$ cat src/rtl/spi_slave_stream_pkg.sv
// rtl/spi_slave_stream_pkg.sv - shared types and constants for the QOA host-link SPI slave
package qoa_spi_pkg;

    typedef enum logic [1:0] {ARM, IDLE, ACTIVE} spi_state_e;

    localparam int SYNC_STAGES = 2;

    function automatic int cnt_width(input int n);
        return (n < 2) ? 1 : $clog2(n);
    endfunction

endpackage

$ cat src/rtl/spi_slave_stream_if.sv
// rtl/spi_slave_stream_if.sv - RX/TX valid/ready word streams between SPI slave and decoder core
interface spi_slave_stream_if #(
    parameter int DATA_W = 8
);
    logic [DATA_W-1:0] rx_data;
    logic              rx_valid;
    logic              rx_ready;
    logic [DATA_W-1:0] tx_data;
    logic              tx_valid;
    logic              tx_ready;

    modport slave (
        output rx_data, rx_valid, tx_ready,
        input  rx_ready, tx_data, tx_valid
    );

    modport master (
        input  rx_data, rx_valid, tx_ready,
        output rx_ready, tx_data, tx_valid
    );
endinterface

$ cat src/rtl/spi_slave_stream_sync_fifo.sv
// rtl/spi_slave_stream_sync_fifo.sv - first-word-fall-through FIFO with push/pop in the same cycle
module sync_fifo #(
    parameter int WIDTH = 8,
    parameter int DEPTH = 4
) (
    input  logic             clk,
    input  logic             rst,
    input  logic [WIDTH-1:0] push_data,
    input  logic             push_valid,
    output logic             push_ready,
    output logic [WIDTH-1:0] pop_data,
    output logic             pop_valid,
    input  logic             pop_ready
);
    localparam int AW = $clog2(DEPTH);

    logic [WIDTH-1:0] mem [DEPTH];
    logic [AW:0]      wr_ptr;
    logic [AW:0]      rd_ptr;
    logic             full;
    logic             empty;
    logic             pop_fire;
    logic             push_fire;

    assign empty      = (wr_ptr == rd_ptr);
    assign full       = (wr_ptr[AW] != rd_ptr[AW]) && (wr_ptr[AW-1:0] == rd_ptr[AW-1:0]);
    assign pop_fire   = pop_ready & ~empty;
    // A full FIFO still takes a push when the head leaves in the same cycle.
    assign push_fire  = push_valid & (~full | pop_fire);
    assign push_ready = ~full;
    assign pop_valid  = ~empty;
    assign pop_data   = mem[rd_ptr[AW-1:0]];

    always_ff @(posedge clk) begin
        if (rst) begin
            wr_ptr <= '0;
            rd_ptr <= '0;
        end else begin
            if (push_fire) begin
                mem[wr_ptr[AW-1:0]] <= push_data;
                wr_ptr              <= wr_ptr + 1'b1;
            end
            if (pop_fire) begin
                rd_ptr <= rd_ptr + 1'b1;
            end
        end
    end
endmodule

$ cat src/rtl/spi_slave_stream.sv
// rtl/spi_slave_stream.sv - oversampled SPI slave (any mode, any word width) with RX/TX stream FIFOs
module spi_slave_stream
    import qoa_spi_pkg::*;
#(
    parameter int               DATA_W    = 8,
    parameter int               RX_DEPTH  = 4,
    parameter int               TX_DEPTH  = 4,
    parameter bit               CPOL      = 1'b0,
    parameter bit               CPHA      = 1'b0,
    parameter bit               MSB_FIRST = 1'b1,
    parameter logic [DATA_W-1:0] FILL_WORD = '0
) (
    input  logic               clk,
    input  logic               rst,
    input  logic               spi_sclk,
    input  logic               spi_cs_n,
    input  logic               spi_mosi,
    output logic               spi_miso,
    output logic               spi_miso_oe,
    spi_slave_stream_if.slave  stream,
    output logic               cs_active,
    output logic               frame_end,
    output logic               rx_overflow,
    output logic               tx_underrun,
    input  logic               clr_err
);
    localparam int CNT_W = cnt_width(DATA_W);

    spi_state_e        state;
    logic [SYNC_STAGES:0]   sclk_pipe;
    logic [SYNC_STAGES-1:0] cs_pipe;
    logic [SYNC_STAGES-1:0] mosi_pipe;
    logic              sclk_sync, sclk_hist, cs_sync, mosi_sync;
    logic              lead_edge, trail_edge, sample_edge, shift_edge;
    logic [CNT_W-1:0]  bit_cnt;
    logic              last_bit, load_pending, in_frame, word_start;
    logic [DATA_W-1:0] rx_shreg, rx_next, tx_shreg, tx_head;
    logic              tx_avail, rx_push, rx_space, rx_drop;

    assign sclk_sync = sclk_pipe[SYNC_STAGES-1];
    assign sclk_hist = sclk_pipe[SYNC_STAGES];
    assign cs_sync   = cs_pipe[SYNC_STAGES-1];
    assign mosi_sync = mosi_pipe[SYNC_STAGES-1];

    assign lead_edge   = (sclk_hist == CPOL) && (sclk_sync != CPOL);
    assign trail_edge  = (sclk_hist != CPOL) && (sclk_sync == CPOL);
    assign sample_edge = CPHA ? trail_edge : lead_edge;
    assign shift_edge  = CPHA ? lead_edge : trail_edge;

    assign last_bit   = (bit_cnt == CNT_W'(DATA_W - 1));
    assign in_frame   = (state == ACTIVE) && !cs_sync;
    assign word_start = ((state == IDLE) && !cs_sync) || (load_pending && in_frame);
    assign rx_next    = MSB_FIRST ? {rx_shreg[DATA_W-2:0], mosi_sync}
                                  : {mosi_sync, rx_shreg[DATA_W-1:1]};
    assign rx_push    = in_frame && sample_edge && last_bit;
    assign rx_drop    = rx_push && !rx_space && !(stream.rx_valid && stream.rx_ready);

    assign spi_miso    = MSB_FIRST ? tx_shreg[DATA_W-1] : tx_shreg[0];
    assign spi_miso_oe = cs_active;

    sync_fifo #(.WIDTH(DATA_W), .DEPTH(RX_DEPTH)) rx_fifo (
        .clk        (clk),
        .rst        (rst),
        .push_data  (rx_next),
        .push_valid (rx_push),
        .push_ready (rx_space),
        .pop_data   (stream.rx_data),
        .pop_valid  (stream.rx_valid),
        .pop_ready  (stream.rx_ready)
    );

    sync_fifo #(.WIDTH(DATA_W), .DEPTH(TX_DEPTH)) tx_fifo (
        .clk        (clk),
        .rst        (rst),
        .push_data  (stream.tx_data),
        .push_valid (stream.tx_valid),
        .push_ready (stream.tx_ready),
        .pop_data   (tx_head),
        .pop_valid  (tx_avail),
        .pop_ready  (word_start)
    );

    always_ff @(posedge clk) begin
        if (rst) begin
            // CS_N chain starts "selected" so a frame already in progress is never joined.
            sclk_pipe    <= {(SYNC_STAGES + 1){CPOL}};
            cs_pipe      <= '0;
            mosi_pipe    <= '0;
            state        <= ARM;
            cs_active    <= 1'b0;
            frame_end    <= 1'b0;
            bit_cnt      <= '0;
            load_pending <= 1'b0;
            rx_shreg     <= '0;
            tx_shreg     <= '0;
            rx_overflow  <= 1'b0;
            tx_underrun  <= 1'b0;
        end else begin
            sclk_pipe    <= {sclk_pipe[SYNC_STAGES-1:0], spi_sclk};
            cs_pipe      <= {cs_pipe[SYNC_STAGES-2:0], spi_cs_n};
            mosi_pipe    <= {mosi_pipe[SYNC_STAGES-2:0], spi_mosi};
            frame_end    <= 1'b0;
            load_pending <= 1'b0;
            rx_overflow  <= (rx_overflow & ~clr_err) | rx_drop;
            tx_underrun  <= (tx_underrun & ~clr_err) | (word_start & ~tx_avail);

            case (state)
                ARM: begin
                    if (cs_sync) state <= IDLE;
                end
                IDLE: begin
                    if (!cs_sync) begin
                        state     <= ACTIVE;
                        cs_active <= 1'b1;
                        bit_cnt   <= '0;
                    end
                end
                ACTIVE: begin
                    if (cs_sync) begin
                        state     <= IDLE;
                        cs_active <= 1'b0;
                        frame_end <= 1'b1;
                        bit_cnt   <= '0;
                    end else begin
                        if (sample_edge) begin
                            rx_shreg     <= rx_next;
                            bit_cnt      <= last_bit ? '0 : bit_cnt + 1'b1;
                            load_pending <= last_bit;
                        end
                        // bit_cnt==0 marks the first shift edge of a word, which must present bit 0.
                        if (shift_edge && (bit_cnt != '0)) begin
                            tx_shreg <= MSB_FIRST ? {tx_shreg[DATA_W-2:0], 1'b0}
                                                  : {1'b0, tx_shreg[DATA_W-1:1]};
                        end
                    end
                end
                default: state <= ARM;
            endcase

            if (word_start) begin
                tx_shreg <= tx_avail ? tx_head : FILL_WORD;
            end
        end
    end
endmodule

$ cat src/flat_wrapper.sv
// flat-port wrapper written by rule: the top's interface ports become plain ports
module spi_slave_stream_flat import qoa_spi_pkg::*;
#(
    parameter int               DATA_W    = 8,
    parameter int               RX_DEPTH  = 4,
    parameter int               TX_DEPTH  = 4,
    parameter bit               CPOL      = 1'b0,
    parameter bit               CPHA      = 1'b0,
    parameter bit               MSB_FIRST = 1'b1,
    parameter logic [DATA_W-1:0] FILL_WORD = '0
)
  (clk, rst, spi_sclk, spi_cs_n, spi_mosi, spi_miso, spi_miso_oe, cs_active, frame_end, rx_overflow, tx_underrun, clr_err, stream_rx_data, stream_rx_valid, stream_tx_ready, stream_rx_ready, stream_tx_data, stream_tx_valid);
  spi_slave_stream_if #(.DATA_W(DATA_W)) stream_i ();
  input  logic clk;
  input  logic rst;
  input  logic spi_sclk;
  input  logic spi_cs_n;
  input  logic spi_mosi;
  output logic spi_miso;
  output logic spi_miso_oe;
  output logic cs_active;
  output logic frame_end;
  output logic rx_overflow;
  output logic tx_underrun;
  input  logic clr_err;
  output wire logic [$bits(stream_i.rx_data)-1:0] stream_rx_data;
  output wire logic [$bits(stream_i.rx_valid)-1:0] stream_rx_valid;
  output wire logic [$bits(stream_i.tx_ready)-1:0] stream_tx_ready;
  input wire logic [$bits(stream_i.rx_ready)-1:0] stream_rx_ready;
  input wire logic [$bits(stream_i.tx_data)-1:0] stream_tx_data;
  input wire logic [$bits(stream_i.tx_valid)-1:0] stream_tx_valid;
  assign stream_rx_data = stream_i.rx_data;
  assign stream_rx_valid = stream_i.rx_valid;
  assign stream_tx_ready = stream_i.tx_ready;
  assign stream_i.rx_ready = stream_rx_ready;
  assign stream_i.tx_data = stream_tx_data;
  assign stream_i.tx_valid = stream_tx_valid;
  spi_slave_stream #(.DATA_W(DATA_W), .RX_DEPTH(RX_DEPTH), .TX_DEPTH(TX_DEPTH), .CPOL(CPOL), .CPHA(CPHA), .MSB_FIRST(MSB_FIRST), .FILL_WORD(FILL_WORD)) u_core (.clk(clk), .rst(rst), .spi_sclk(spi_sclk), .spi_cs_n(spi_cs_n), .spi_mosi(spi_mosi), .spi_miso(spi_miso), .spi_miso_oe(spi_miso_oe), .stream(stream_i), .cs_active(cs_active), .frame_end(frame_end), .rx_overflow(rx_overflow), .tx_underrun(tx_underrun), .clr_err(clr_err));
endmodule
$ cat config.mk
export PLATFORM = sky130hd
export DESIGN_NAME = spi_slave_stream_flat
export DESIGN_NICKNAME = d
export VERILOG_FILES = /design/src/rtl/spi_slave_stream_pkg.sv /design/src/rtl/spi_slave_stream_if.sv /design/src/rtl/spi_slave_stream_sync_fifo.sv /design/src/rtl/spi_slave_stream.sv /design/src/flat_wrapper.sv
export SDC_FILE = /design/constraint.sdc
export NUM_CORES = 1
export LEC_CHECK = 0
export ABC_AREA = 1
export BUFFER_PORTS_ARGS = -buffer_cell sky130_fd_sc_hd__buf_2
export CAP_MARGIN = 10
export CORE_AREA = 2 2 128 99
export CTS_CLUSTER_DIAMETER = 40
export CTS_CLUSTER_SIZE = 14
export DETAILED_ROUTE_END_ITERATION = 12
export DIE_AREA = 0 0 130 101
export SYNTH_ARGS = -nofsm -noshare
export SYNTH_HDL_FRONTEND = slang
export SYNTH_SLANG_ARGS = --single-unit
$ cat constraint.sdc
create_clock -name clk -period 2.8 [get_ports clk]
set_input_delay 0.14 -clock clk [delete_from_list [all_inputs] [get_ports clk]]
set_output_delay 0.14 -clock clk [all_outputs]
set_load 0.01 [all_outputs]
# Word level (Yosys, flattened, before mapping)
# Memory sizes are Yosys's and may differ from the RTL's. A register that Yosys moved wholly into a read port is not among the register bits.
# Index checks and enable logic that the tools add are counted.
[totals]
reg_bits = 44
output_inout_bits = 16
wordCells = 114
memories = 2
ram_bits = 64
[memory_table]
columns = ["name", "words", "word_bits", "read_ports", "rd_ports_with_merged_regs", "wr", "line_no", "source"]
rows = [
  ["u_core.rx_fifo.mem", 4, 8, 1, 1, 1, "spi_slave_stream_sync_fifo.sv:17", "logic [WIDTH-1:0] mem [DEPTH];"],
  ["u_core.tx_fifo.mem", 4, 8, 1, 1, 1, "spi_slave_stream_sync_fifo.sv:17", ""],
]
[op_classes]
addsub = 5
n_eq_ne = 14
bitwise_logic = 21
n_reduce_logical = 29
n_mux = 27
[op_table]
columns = ["operator", "count"]
rows = [
  ["$mux W8", 5],
  ["$add A3 B1 Y3 const B", 5],
  ["$logic_and A1 B1 Y1", 13],
  ["$mux W2", 6],
  ["$mux W3", 4],
  ["$reduce_and A3 Y1", 4],
  ["$not A1 Y1", 10],
  ["$mux W1", 9],
  ["$and A1 B1 Y1", 7],
  ["$eq A3 B3 Y1", 2],
  ["$pmux W3 S2", 1],
  ["$reduce_bool A2 Y1", 3],
  ["$eq A2 B2 Y1", 2],
  ["$ne A2 B1 Y1 const B", 2],
  ["$ne A2 B2 Y1 const B", 2],
  ["$or A1 B1 Y1", 4],
  ["$pmux W2 S2", 1],
  ["$reduce_or A2 Y1", 2],
  ["$reduce_or A4 Y1", 1],
  ["$eq A3 B3 Y1 const B", 1],
  ["$ne A3 B1 Y1 const B", 1],
  ["$reduce_bool A3 Y1", 1],
  ["$eq A2 B1 Y1 const B", 1],
  ["$eq A2 B2 Y1 const B", 1],
  ["6 further kinds", 8],
]

# Longest topological paths before layout
# Gate-level depths: netlist of the first run.
[logic_depth]
depth_word = 10
mapped_depth = 12
depth_no_buf = 11

# Hierarchy
# From an unflattened synthesis of the first run, not the netlist that was laid out.
[hier_totals]
hier_cells = 489
hier_area_um2 = 4764.6
[modules_own_cells]
columns = ["mod", "area_each_um2", "cells_each", "seq_area_each_um2", "n_inst"]
rows = [
  ["sync_fifo", 1667.8, 142, 1121.1, 2],
  ["spi_slave_stream", 1428.9, 205, 640.6, 1],
]

# Worst setup path after synthesis of the first run
# OpenSTA, ideal clock, no wires.
[synth_timing]
kind = "register to register"
start = "register u_core.state[1]"
end = "memory u_core.tx_fifo.mem[0][0], enable pin"
period_less_slack_ns = 1.952
required_ns = 2.429
setup_time_ns = 0.371
arrival_time_ns = 1.581
path_buffers = 0
slack_ns = 0.848
path_stages_with_launch = 11
cell_sequence = "dfxtp_1 -> inv_1 -> ha_1 -> nand2_4 -> nand2_4 -> nand2_2 -> nand3_1 -> nand2_1 -> inv_1 -> nand2_2 -> nor2_1"
[synth_between]
elab_chain_len = 10
word_cells_on_any_way = 12
[synth_rtl]
columns = ["item", "line_no", "source"]
rows = [
  ["from (decl)", "spi_slave_stream.sv:29", "spi_state_e state;"],
  ["from (signal assigned)", "spi_slave_stream.sv:89", "state <= ARM;"],
  ["from (signal assigned)", "spi_slave_stream.sv:109", "if (cs_sync) state <= IDLE;"],
  ["from (signal assigned)", "spi_slave_stream.sv:113", "state <= ACTIVE;"],
  ["$eq A2 B2 Y1", "spi_slave_stream.sv:51", "assign in_frame = (state == ACTIVE) && !cs_sync;"],
  ["$logic_and A1 B1 Y1", "spi_slave_stream.sv:51", ""],
  ["$logic_and A1 B1 Y1", "spi_slave_stream.sv:52", "assign word_start = ((state == IDLE) && !cs_sync) || (load_pending && in_frame);"],
  ["$logic_or A1 B1 Y1 (*)", "spi_slave_stream.sv:52", ""],
  ["$and A1 B1 Y1 (*)", "spi_slave_stream_sync_fifo.sv:27", "assign pop_fire = pop_ready & ~empty;"],
  ["$or A1 B1 Y1 (*)", "spi_slave_stream_sync_fifo.sv:29", "assign push_fire = push_valid & (~full | pop_fire);"],
  ["$and A1 B1 Y1 (*)", "spi_slave_stream_sync_fifo.sv:29", ""],
  ["$mux W1 (*)", "spi_slave_stream_sync_fifo.sv:39", "if (push_fire) begin"],
  ["$mux W1 (*)", "spi_slave_stream_sync_fifo.sv:35", "if (rst) begin"],
  ["$mux W1 (implied by the code) (*)", "spi_slave_stream_sync_fifo.sv:40", "mem[wr_ptr[AW-1:0]] <= push_data;"],
  ["to (decl)", "spi_slave_stream_sync_fifo.sv:17", ""],
]
# Mark *: on every way between the ends. The rest lies on a longest branch, timed or not.

# Worst setup path in the final report of the first run
[layout_timing]
start = "register u_core.state[1]"
end = "memory u_core.tx_fifo.mem[2][4], enable pin"
# The elaborated chain is that of the path after synthesis.

==> impl_metrics.csv, run 1 <==
group,metric,value,unit
synth,syn_area,4740,sq um
synth,synth_top_cell_by_area,"edfxtp_1",
cells_and_area,syn2layout_area_growth,13.3,%
critical_path,cp-start-kind,"flop",
cts,clk_latency,0.34,ns
cts,clk_pin_slew,0.08,ns
route,wl_per_cell,13.1,microns
floorplan,die_w,130,microns
pwr,p_per_area,602,nW/um^2
synth,syn-num-nets,518,
route,ant_nets,0,
floorplan,die-area,13100,sq um
critical_path,critPathBufInv,2,
cells_and_area,fin_util,45.0,%
grt,grt_max_degree,30,
cts,cts_buffers,9,
synth,synth.top_cell.area_share,40.5,%
hold_path,min-delay-start,"stream_tx_data[3]",
flow_run,max_cap_viol_count,0,
timing,skew,0.00630,ns
cells_and_area,regArea,2880,sq um
cells_and_area,drive_gt1_share,13.5,%
synth,synth_area_per_cell,9.78,sq um
timing,report.final.setup_viol,0,
cells_and_area,fin_cells,691,
timing,timing.final.ws_setup,0.509,ns
critical_path,r2r-start,"u_core.state[1]$_SDFFE_PP0P_",
pwr,power_leakage,2.10,nW
synth,synth-seq-cells,112,
route,drtPass1Iterations,5,
hold_path,hp-class,"input port to flop",
grt,grt.total_usage,15.0,%
critical_path,cp.required,2.78,ns
floorplan,row_count,35,
critical_path,path_class,"flop to flop",
grt,grt_pass1_vias,3051,
route,drc,0,
synth,yosysSeqAreaShare,60.8,%
critical_path,cp_cell_sequence,"inv_1 -> ha_1 -> nand2_4 -> nand2_4 -> nand2_2 -> nand3_1 -> nand2_1 -> inv_1 -> nand2_2 -> nor2_1",
cts,root_buffer,"clkbuf_16",
place,routabilityCongestion,0.776,
critical_path,critPathTopFamily,"simple AND/OR/NAND/NOR gates",
timing,rsz0062_at_grt,"false",
timing,max_clock_freq,0.436,GHz
place,dp_hpwl,6620,microns
timing,drv_slew,0,
grt,grt_overflow,0,
critical_path,startpoint,"u_core.state[1]$_SDFFE_PP0P_",
cts,cts_tree,"yes",
cells_and_area,num-nets-final,553,
synth,synthTopCellsByArea,"edfxtp_1, dfxtp_1, nor2_1, o21ai_0, nand2_1",
critical_path,critPathArrivalTime,2.27,ns
synth,ys_warn_count,0,
place,placed_cells,672,
floorplan,ios,32,
cts,cts_resized,0,
status,status,"finished, final reports clean",
floorplan,core,12000,sq um
critical_path,cpMaxStageDelayCell,"nor2_1",
place,io_buffer_count,31,
timing,slew_headroom,53.2,%
timing,hold_viol_final,0,
floorplan,chipHeight,101,microns
synth,syn_inst,485,
grt,grt_pass1_wl,15100,microns
timing,fin_setup_tns,0,ns
route,wl,9050,microns
cells_and_area,multi_input_area,1570,sq um
timing,tightest_slew,0.700,ns
place,pre_cts_ws,0.540,ns
critical_path,slowest_delay,0.56,ns
route,num_vias,3190,
cells_and_area,n_antenna_cell,0,
pwr,ir_drop,0.401,mV
cts,clock_path_buffers,2,
cells_and_area,fillers,1136,
timing,hold_ws,0.0338,ns
route,drtIter0Drc,189,
floorplan,start_util,39.7,%
critical_path,end_kind,"flop",
timing,fin_crit_sh,81.8,%
route,viasPerCell,4.62,
grt,antenna_found_initial,0,
cts,clock-sinks,112,
critical_path,cp_max_fo,8,
cts,h-tree-depth,3,
synth,ys_types,31,
timing,period_minus_slack,2.29,ns
## layer usage
layer | GRT usage (%) | vias up | share of wire (%)
li1 | - | 1663 | -
met1 | 21.3 | 1475 | 51
met2 | 23.1 | 47 | 45
met3 | 3.66 | 5 | 2.8
met4 | 3.97 | 0 | 0.72
met5 | 0 | - | 0
## cells in the mapped netlist, drive strengths merged
| master | count |
|---|---|
| nor3 | 2 |
| nand3b | 2 |
| buf | 6 |
| edfxtp | 64 |
| a21oi | 23 |
| o21ai | 47 |
| clkinv | 2 |
| ha | 17 |
| xor2 | 6 |
| and3 | 4 |
| clkbuf | 7 |
| nand3 | 20 |
| xnor2 | 1 |
| nor2 | 104 |
| inv | 55 |
| o22ai | 9 |
| a211oi | 1 |
| nand2 | 67 |
| dfxtp | 48 |
## sequential cells by signal, indices dropped and copies added, names as in the netlist, named ones only
signal and cells:
u_core.sclk_pipe 3, u_core.tx_shreg 8, u_core.tx_fifo.mem 32, u_core.rx_shreg 7, u_core.cs_active 1, u_core.tx_underrun 1, u_core.rx_fifo.wr_ptr 3, u_core.rx_fifo.rd_ptr 3
u_core.tx_fifo.wr_ptr 3, u_core.state 2, u_core.load_pending 1, u_core.frame_end 1, u_core.bit_cnt 3, u_core.rx_fifo.mem 32, u_core.rx_overflow 1, u_core.tx_fifo.rd_ptr 3
u_core.cs_pipe 2, u_core.mosi_pipe 2
## area by class of cell
type                       instances  share of cell area [%]
clock buffer                       9                    4.19
clock inverter                     7                    1.14
inverter                          57                    4.05
multi-input combinational        303                    29.3
sequential                       112                    53.6
tap                              166                    3.86
timing repair buffer              37                    3.86
## path summary, 6_finish.rpt
check,to,slack (ns),cells after the start
max,u_core.tx_fifo.mem[2][4]$_DFFE_PP_,0.51,10
min,u_core.tx_fifo.mem[1][3]$_DFFE_PP_,0.03,1
max reg2reg,u_core.tx_fifo.mem[2][4]$_DFFE_PP_,0.51,10
min reg2reg,u_core.cs_pipe[1]$_SDFF_PP0_,0.40,2
## metrics by stage
step,instance area (sq um),power [W]
2_1_floorplan,4740,0.00198
3_3_place_gp,5060,0.00204
3_5_place_dp,5060,0.00204
4_1_cts,5380,0.00328
5_1_grt,5380,0.00337
6_report,5380,0.00324
## power by group
| part | switching [W] | leakage, nW | total (W) | internal (W) |
|---|---|---|---|---|
| combinational | 0.000143 | 1.03 | 0.000217 | 0.0000735 |
| sequential | 0.0000239 | 0.927 | 0.00179 | 0.00177 |
| clock | 0.000602 | 0.142 | 0.00123 | 0.000625 |
## cell usage in the layout, fill, tap and decap left out, types with 3 or more instances in the layout
| master | count |
|---|---|
| a21oi_1 | 22 |
| and3_1 | 4 |
| buf_2 | 31 |
| buf_4 | 3 |
| clkbuf_16 | 9 |
| dfxtp_1 | 48 |
| dlygate4sd3_1 | 3 |
| edfxtp_1 | 64 |
| ha_1 | 17 |
| inv_1 | 50 |
| inv_2 | 4 |
| inv_8 | 3 |
| nand2_1 | 57 |
| nand2_2 | 4 |
| nand2_4 | 6 |
| nand3_1 | 20 |
| nor2_1 | 102 |
| o21ai_0 | 46 |
| o22ai_1 | 9 |
| xor2_1 | 5 |
## cell families after synthesis
logic type / share of synthesized area [%]
buffers and inverters: 6.09
AND/OR/NAND/NOR: 18.2
AO/OA/AOI/OAI: 9.05
flip-flops: 60.8
XOR/XNOR: 1.45
adder cells (fa/ha/maj): 4.48
## repair_timing
action                                 4_1_cts  5_1_grt
endpoints found under the hold margin        3        0
buffers inserted                             0        0
hold buffers                                 3        0
(Power assumes the default switching activity.)
==> run 2: changes to the inputs <==
- clock period: 2.8 -> 2.4 ns (I/O delays scaled with it)
==> impl_metrics.csv, run 2 (synthesized netlist as in run 1, its figures left out) <==
group,metric,value,unit
timing,tightest_slew,0.413,ns
cells_and_area,regArea,2880,sq um
critical_path,cpMaxStageDelayCell,"and3_1",
timing,skew,0.0125,ns
floorplan,ios,32,
flow_run,max_cap_viol_count,0,
cells_and_area,syn2layout_area_growth,14.1,%
hold_path,hp-class,"input port to flop",
floorplan,row_count,35,
cells_and_area,layout_commonest_cell,"nor2_1",
critical_path,cp-start-kind,"flop",
cts,cts_tree,"yes",
cells_and_area,n_antenna_cell,0,
route,num_vias,3188,
cts,clk_pin_slew,0.08,ns
grt,grt_max_degree,30,
cells_and_area,multi_input_area,1570,sq um
cts,cts_buffers,9,
critical_path,r2r_setup_slack,0.39,ns
grt,grt_pass1_wl,14800,microns
cells_and_area,fillers,1138,
cts,clock_path_buffers,2,
floorplan,die_w,130,microns
floorplan,start_util,39.7,%
cts,h-tree-depth,3,
grt,grt_overflow,0,
pwr,netSwitchingPower,0.000894,W
timing,rsz0062_at_grt,"false",
grt,grt_pass1_vias,3042,
critical_path,cp_max_fo,9,
route,drtIter0Drc,221,
critical_path,end_kind,"flop",
critical_path,cp.required,2.41,ns
pwr,p_per_area,697,nW/um^2
route,wl_per_cell,13.3,microns
place,pre_cts_ws,0.387,ns
timing,drv_slew,0,
cells_and_area,num-nets-final,558,
cells_and_area,fin_cells,696,
cells_and_area,design_area,5410,sq um
critical_path,path_class,"flop to flop",
status,status,"finished, final reports clean",
floorplan,die-area,13100,sq um
timing,report.final.setup_viol,0,
hold_path,holdPathStages,1,
pwr,intPower,0.00288,W
cts,clock-sinks,112,
cells_and_area,layout_common_cells,"nor2_1, edfxtp_1, nand2_1",
route,wl,9260,microns
timing,fin_setup_tns,0,ns
place,routabilityCongestion,0.839,
cts,clk_latency,0.35,ns
grt,grt.total_usage,15.0,%
grt,antenna_found_initial,0,
critical_path,r2r_cells,9,
critical_path,cp_cell_sequence,"inv_1 -> ha_1 -> nand2_4 -> inv_2 -> nand2_2 -> nor2_4 -> nand2_1 -> inv_2 -> and3_1",
place,io_buffer_count,31,
timing,hold_viol_final,0,
timing,period_minus_slack,2.01,ns
pwr,ir_drop,0.342,mV
critical_path,slowest_delay,0.41,ns
hold_path,min-delay-start,"stream_tx_data[3]",
route,ant_nets,0,
timing,max_clock_freq,0.496,GHz
floorplan,chipHeight,101,microns
critical_path,r2r_end,"u_core.rx_fifo.mem[1][0]$_DFFE_PP_",
pwr,seq_power_share,55.5,%
critical_path,critPathArrivalTime,2.03,ns
cells_and_area,drive_gt1_share,14.2,%
critical_path,r2r-start,"u_core.state[0]$_SDFFE_PP0P_",
pwr,power_leakage,2.12,nW
pwr,clkPwrFrac,37.8,%
hold_path,min_to,"u_core.tx_fifo.mem[2][3]$_DFFE_PP_",
place,placed_cell_area,5100,sq um
route,drtPass1Iterations,4,
pwr,swShare,23.7,%
timing,slew_headroom,72.5,%
route,drc,0,
cts,root_buffer,"clkbuf_16",
floorplan,core,12000,sq um
route,viasPerCell,4.58,
cts,postCtsSetupRepairBufs,0,
place,dp_hpwl,6770,microns
place,placed_cells,677,
timing,fin_crit_sh,83.9,%
pwr,comb_power_share,6.7,%
timing,timing.final.ws_setup,0.386,ns
critical_path,cp_common_cell,"inv_2",
## run 2: changes by cell type in the layout (fill, tap and decap cells not counted)
| cell | before | now |
|---|---|---|
| inv_4 | 2 | 1 |
| clkinv_1 | 1 | 2 |
| buf_4 | 3 | 8 |
| clkinv_4 | 0 | 2 |
| inv_8 | 3 | 2 |
| clkinv_2 | 2 | 1 |
## run 2: per-layer routing
| layer | up-vias | share of wire, % | routed length (microns) | GRT usage (%) |
|---|---|---|---|---|
| li1 | 1665 | - | - | - |
| met1 | 1463 | 51 | 4740 | 20.8 |
| met2 | 52 | 44 | 4070 | 23.2 |
| met3 | 8 | 3.6 | 338 | 3.72 |
| met4 | 0 | 1.2 | 112 | 4.96 |
| met5 | - | 0 | 0 | 0 |
## run 2: worst max-delay path: cells and delay by family (launching register included)
| family | cells | cell delay, ns |
|---|---|---|
| adders and majority gates | 1 | 0.24 |
| buffers and inverters | 3 | 0.24 |
| and+or+nand+nor | 5 | 0.86 |
| DFF | 1 | 0.34 |
## run 2: layout make-up
type	instances	area share, %
repair buffers	42	4.53
clock inverters	7	1.11
clock buffers	9	4.16
well taps	166	3.84
multi-input cells	303	29.1
inverters	57	4.02
flip-flops and latches	112	53.3
## run 2: worst max path at each step
stage                                  from                            endpoint  slack, ns  cells past startpoint
6_report       u_core.state[0]$_SDFFE_PP0P_  u_core.rx_fifo.mem[1][0]$_DFFE_PP_       0.39                      9
5_1_grt        u_core.state[0]$_SDFFE_PP0P_  u_core.rx_fifo.mem[1][0]$_DFFE_PP_       0.23                      9
4_1_cts        u_core.state[0]$_SDFFE_PP0P_  u_core.rx_fifo.mem[1][0]$_DFFE_PP_       0.37                      9
3_5_place_dp   u_core.state[0]$_SDFFE_PP0P_  u_core.rx_fifo.mem[1][3]$_DFFE_PP_       0.39                      9
3_3_place_gp   u_core.state[0]$_SDFFE_PP0P_  u_core.rx_fifo.mem[1][5]$_DFFE_PP_       0.48                      9
2_1_floorplan  u_core.state[1]$_SDFFE_PP0P_  u_core.tx_fifo.mem[0][0]$_DFFE_PP_       0.45                     10
## run 2: per-stage QoR
step,utilization [%],hold WS [ns],power (W)
3_5_place_dp,42.6,0.325,0.00239
3_3_place_gp,42.6,0.319,0.00238
6_report,45.3,0.0128,0.00377
5_1_grt,45.3,0.00476,0.00393
2_1_floorplan,-,0.219,0.00231
4_1_cts,45.3,0.00904,0.00381
## run 2: power by group through the flow
stage | registers, W | logic, W | clock network (W)
after global placement | 0.00214 | 0.000246 | 0
after floorplan | 0.00213 | 0.000178 | 0
final | 0.00209 | 0.000252 | 0.00142
after CTS | 0.00209 | 0.000255 | 0.00147
after detailed placement | 0.00214 | 0.000249 | 0
after global routing | 0.00210 | 0.000290 | 0.00154
## run 2: timing repair
item / in CTS / in global routing
hold buffers: 3 / 0
hold endpoints to repair: 3 / 0
gates resized for setup: 0 / 0
